==> src/rtl/vecmul_scheduler.sv <==
// vecmul_scheduler: round-robin front end sharing one vector_multiplier engine.
// Define VMS_TIMEOUT_EN to build the WAIT-state watchdog that drives resp_err.
module vecmul_scheduler #(
    parameter int NUM_REQ        = 4,
    parameter int VECTOR_SIZE    = 8,
    parameter int DATA_WIDTH     = 16,
    parameter int TIMEOUT_CYCLES = 16,
    localparam int ID_W          = $clog2(NUM_REQ),
    localparam int V             = DATA_WIDTH * VECTOR_SIZE
) (
    input  logic                 clk,
    input  logic                 rst_n,
    input  logic [NUM_REQ-1:0]   req_valid,
    output logic [NUM_REQ-1:0]   req_ready,
    input  logic [NUM_REQ*V-1:0] req_a,
    input  logic [NUM_REQ*V-1:0] req_b,
    output logic                 resp_valid,
    input  logic                 resp_ready,
    output logic [ID_W-1:0]      resp_id,
    output logic [V-1:0]         resp_data,
    output logic                 resp_err,
    output logic                 busy,
    output logic                 mul_start,
    output logic [V-1:0]         mul_vector_a,
    output logic [V-1:0]         mul_vector_b,
    input  logic [V-1:0]         mul_result,
    input  logic                 mul_done
);
    typedef enum logic [1:0] {S_IDLE, S_ISSUE, S_WAIT, S_RESP} state_t;

    state_t             r_state;
    logic [ID_W-1:0]    r_rr_ptr;
    logic [ID_W-1:0]    r_id;
    logic [V-1:0]       r_a;
    logic [V-1:0]       r_b;
    logic [V-1:0]       r_data;
    logic               r_start;
    logic               r_busy;
    logic               r_rvalid;

    logic               w_hit;
    logic [ID_W-1:0]    w_gid;
    logic [ID_W-1:0]    w_idx;
    logic [NUM_REQ-1:0] w_grant;

    if (NUM_REQ < 2 || NUM_REQ > 16 || TIMEOUT_CYCLES < 1) begin : g_bad_cfg
        $error("vecmul_scheduler: unsupported parameter set");
    end

    // First requesting index at or after the pointer, wrapping.
    always_comb begin
        w_hit = 1'b0;
        w_gid = '0;
        w_idx = '0;
        for (int k = 0; k < NUM_REQ; k++) begin
            w_idx = ID_W'((int'(r_rr_ptr) + k) % NUM_REQ);
            if (!w_hit && req_valid[w_idx]) begin
                w_hit = 1'b1;
                w_gid = w_idx;
            end
        end
        w_grant = w_hit ? (NUM_REQ'(1) << w_gid) : '0;
    end

    assign req_ready = (rst_n && r_state == S_IDLE) ? w_grant : '0;

`ifdef VMS_TIMEOUT_EN
    localparam int TW = $clog2(TIMEOUT_CYCLES + 1);
    logic [TW-1:0] r_tcnt;
    logic          r_err;
`endif

    always_ff @(posedge clk or negedge rst_n) begin
        if (!rst_n) begin
            r_state  <= S_IDLE;
            r_rr_ptr <= '0;
            r_id     <= '0;
            r_a      <= '0;
            r_b      <= '0;
            r_data   <= '0;
            r_start  <= 1'b0;
            r_busy   <= 1'b0;
            r_rvalid <= 1'b0;
`ifdef VMS_TIMEOUT_EN
            r_tcnt   <= '0;
            r_err    <= 1'b0;
`endif
        end else begin
            r_start <= 1'b0;
            unique case (r_state)
                S_IDLE: begin
                    if (w_hit) begin
                        r_id    <= w_gid;
                        r_a     <= req_a[int'(w_gid)*V +: V];
                        r_b     <= req_b[int'(w_gid)*V +: V];
                        r_start <= 1'b1;
                        r_busy  <= 1'b1;
                        r_state <= S_ISSUE;
                    end
                end
                S_ISSUE: begin
`ifdef VMS_TIMEOUT_EN
                    r_tcnt  <= '0;
`endif
                    r_state <= S_WAIT;
                end
                S_WAIT: begin
                    if (mul_done) begin
                        r_data   <= mul_result;
                        r_rvalid <= 1'b1;
                        r_state  <= S_RESP;
`ifdef VMS_TIMEOUT_EN
                        r_err    <= 1'b0;
                    end else if (r_tcnt == TW'(TIMEOUT_CYCLES - 1)) begin
                        r_data   <= '0;
                        r_err    <= 1'b1;
                        r_rvalid <= 1'b1;
                        r_state  <= S_RESP;
`endif
                    end
`ifdef VMS_TIMEOUT_EN
                    r_tcnt <= r_tcnt + 1'b1;
`endif
                end
                S_RESP: begin
                    if (resp_ready) begin
                        r_rr_ptr <= ID_W'((int'(r_id) + 1) % NUM_REQ);
                        r_rvalid <= 1'b0;
                        r_busy   <= 1'b0;
                        r_state  <= S_IDLE;
                    end
                end
                default: r_state <= S_IDLE;
            endcase
        end
    end

    assign resp_valid   = r_rvalid;
    assign resp_id      = r_id;
    assign resp_data    = r_data;
    assign busy         = r_busy;
    assign mul_start    = r_start;
    assign mul_vector_a = r_a;
    assign mul_vector_b = r_b;
`ifdef VMS_TIMEOUT_EN
    assign resp_err     = r_err;
`else
    assign resp_err     = 1'b0;
`endif

endmodule

==> config.mk <==
export PLATFORM = sky130hd
export DESIGN_NAME = vecmul_scheduler
export DESIGN_NICKNAME = d
export VERILOG_FILES = /design/src/rtl/vecmul_scheduler.sv
export SDC_FILE = /design/constraint.sdc
export NUM_CORES = 1
export LEC_CHECK = 0
export ABC_AREA = 1
export CORE_AREA = 2 2 597 599
export CTS_CLUSTER_DIAMETER = 200
export DETAILED_ROUTE_END_ITERATION = 10
export DIE_AREA = 0 0 599 601
export GPL_TIMING_DRIVEN = 1
export SYNTH_ARGS = -nofsm -noshare
export SYNTH_HDL_FRONTEND = slang
export SYNTH_SLANG_ARGS = --single-unit
==> constraint.sdc <==
create_clock -name clk -period 2.3 [get_ports clk]
set_input_delay 0.46 -clock clk [delete_from_list [all_inputs] [get_ports clk]]
set_output_delay 0.46 -clock clk [all_outputs]
set_load 0.005 [all_outputs]
==> run metrics <==
status=finished, violations left; violated checks=setup timing; final design utilization=0.1641; Yosys cell types=25; top-count cell post-synth=nand2_1; worst vdd ir=1.535 mV; Pwr Density=1973 mW/mm²; top cell type by total area after synthesis=dfrtp_1; Syn Nets=5,161; P_sw=58.58 mW; H-tree depth=3; Relative slew margins=0.4099; DRT Pass-1 Iters=6; Chip Width=599 µm; vias in the first global route=34,692; FF+latch count, synth=393; leakage power=26.56 nW; Data required, critical path=1.84 ns; Wirelength per Cell=32.91 µm; GRT Residual Overflow=0; Internal Power=56.04 mW; Tot GR Track Use=0.1845; pre-CTS WS=-0.8798 ns; Max Slew Vio Count=0; crit path DAT=2.50 ns; worst hold path startpoint=mul_result[93]; Slew @ Worst Pin=0.8851 ns; Worst path max stage delay=0.45 ns; RePlAce Congestion=1.013; total CTS buffers=71; First DRT Iteration DRCs=3,616; Root Driver=clkbuf_16; crit path launch type=flip-flop; area share of the largest cell type after synthesis=0.3847; combinational share of power=0.796; via/cell ratio=3.512; Multi-input gate area=0.01733 mm²; top post-synthesis cells by count=2,607 x nand2_1, 517 x nand3_1, 393 x dfrtp_1; Seq pwr share=0.107; post-synthesis instance area=0.02556 mm²; fin nets=6,929; I/O Buffers=1,552; cells on worst reg2reg path=23; vias post-DR=37,418; CP Cell Sequence=buf_12 -> nand2_4 -> nand3_4 -> nand2_4 -> buf_6 -> nor2_1 -> nor2_2 -> nand2_8 -> nand2_4 -> inv_2 -> nor4_2 -> buf_2; Synth Instances=3,997; Hold WC Path Type=primary input to flip-flop; most frequent CP cell=nand2_4; clock power share=0.097; placed inst area=0.04855 mm²; IO Pins=1,554; Max clock buf depth=4; final clock skew=0.06499 ns; kind of end point of the critical path=primary output; Post-synth top flop=dfrtp_1; Final min period=2.960 ns; Hold Violations, Final=0; Sequential cell area=0.009837 mm²; Die Ht=601 µm; sequential area share after synthesis=0.3847; Worst path slowest cell=dfrtp_2; period utilisation layout=1.287; switching share of power=0.5111; first-pass GRT wire length=419.3 mm; worst hold endpoint=resp_data[93]; initial core utilization=0.07220; placed wire-length estimate=290.7 mm; Total Wirelength=350.7 mm; cell depth of the worst min-delay path=2; number of synthesized flops with an enable pin=0; max cap viols=0; RSZ-0062 raised after global routing=true; Skew-Pair Late Insertion Delay=0.77 ns; initial antenna violation count=391; Worst Setup Slack, final=-0.6604 ns; share of layout cells above drive strength 1=0.2495; path type of the worst setup path=flip-flop to primary output; clock sinks=393; Post-synth ARST share=1.000; standard-cell rows=219; Synth area leaders=dfrtp_1 38%, nand2_1 38%, nand3_1 10%; largest net degree at the start of global routing=112; YS warnings=0; Area Overhead vs Synth=127.3%; Worst Setup SP=r_rr_ptr[0]; post-route ant nets=0; DR DRC count=0; reg-to-reg endpoint=mul_vector_b[31]; FMAX=337.8 MHz; CTS clk-pin slew, worst paths=0.05 ns; r2r setup slk=-0.61 ns; Fillers=40,287; crit path max fanout=7; CTS tree=done; Syn Area/Cell=6.395 µm²; Finish-stage setup viols=360; fin area=0.05811 mm²; r2r startpoint=r_rr_ptr[0]; core area=0.3540 mm²; Die ar.=0.3600 mm²
[power by group through the flow]
| stage | combinational [mW] | sequential, mW | clock (mW) |
|---|---|---|---|
| 2_1_floorplan | 29.0 | 12.2 | 0 |
| 4_1_cts | 82.2 | 12.3 | 11.5 |
| 6_report | 91.2 | 12.3 | 11.1 |
| 5_1_grt | 97.0 | 12.6 | 11.7 |
| 3_3_place_gp | 63.3 | 12.2 | 0 |
| 3_5_place_dp | 63.1 | 12.2 | 0 |
[cells in the final DEF (no fill, tap or decap), drive strengths merged]
cell,count
o21ai,9
clkinv,13
o211ai,1
diode,93
inv,18
nor4,1
o21bai,1
clkdlybuf4s50,1523
clkbuf,122
bufbuf,5
nor2,10
conb,1
mux2,128
ha,4
dfrtp,393
dlygate4sd3,1
bufinv,4
a21oi,3
buf,437
clkinvlp,4
nand3,517
nor3,4
nand2,2611
xnor2,1
[timing repair]
action / 4_1_cts / 5_1_grt
setup buffers: 94 / 49
hold buffers: 1 / 0
resized for setup: 505 / 795
setup endpoints to repair: 418 / 411
endpoints found under the hold margin: 32 / 0
pin swaps: 77 / 459
cloned: 57 / 27
[worst max path at each step]
stage,endpoint,depth (start not counted),slack [ns]
after floorplan,req_ready[0],12,0.03
after global placement,mul_vector_b[67],16,-0.90
after detailed placement,mul_vector_a[99],16,-0.88
after CTS,req_ready[0],12,-0.78
after global routing,req_ready[0],13,-0.85
final,req_ready[0],12,-0.66
[worst max-delay path, delay by kind of cell, from the launching register on]
kind / cells / cell delay, ns
DFF: 1 / 0.45
and+or+nand+nor: 8 / 0.84
buffers and inverters: 4 / 0.45
[flip-flops by register name (all words and copies together), names as in the netlist]
name,flops
busy,1
mul_vector_b,128
r_state,2
resp_data,128
mul_vector_a,128
resp_valid,1
r_rr_ptr,2
resp_id,2
mul_start,1
[routing by layer]
metal	track usage	up-vias	part of all wire
met2	0.2876	2454	0.44
li1	-	16196	-
met1	0.2102	17661	0.37
met4	0.05657	180	0.042
met5	0	-	0.0033
met3	0.1080	927	0.15
[through the flow]
step / setup TNS [ns] / hold WS, ns / power (mW) / instances
floorplan: 0 / 0.1644 / 41.18 / 3997
global placement: -207.45 / 0.4625 / 75.47 / 10269
detailed placement: -203.74 / 0.4638 / 75.37 / 10269
CTS: -164.14 / 0.1885 / 106.0 / 10531
global route: -182.96 / 0.2288 / 121.4 / 10603
finish: -132.42 / 0.2708 / 114.6 / 10655
[cell families after synthesis]
| kind of cell | synth area share |
|---|---|
| adders and majority gates | 0.001958 |
| muxes | 0.05639 |
| buffers and inverters | 0.06520 |
| and+or+nand+nor | 0.4881 |
| AOI/OAI and AO/OA | 0.003084 |
| other | 0.0001467 |
| xor gates and xnor gates | 0.0003427 |
| DFF | 0.3847 |
[layout make-up]
cell class                      count  share of cell area
Multi-Input combinational cell   3291              0.2983
Inverter                           16            0.001292
Antenna cell                       93            0.004005
Timing Repair Buffer             1992              0.3854
Clock inverter                     23            0.004586
Tap cell                         4751              0.1023
Clock buffer                       96             0.03480
Sequential cell                   393              0.1693
Power figures use the tool's default switching activity.
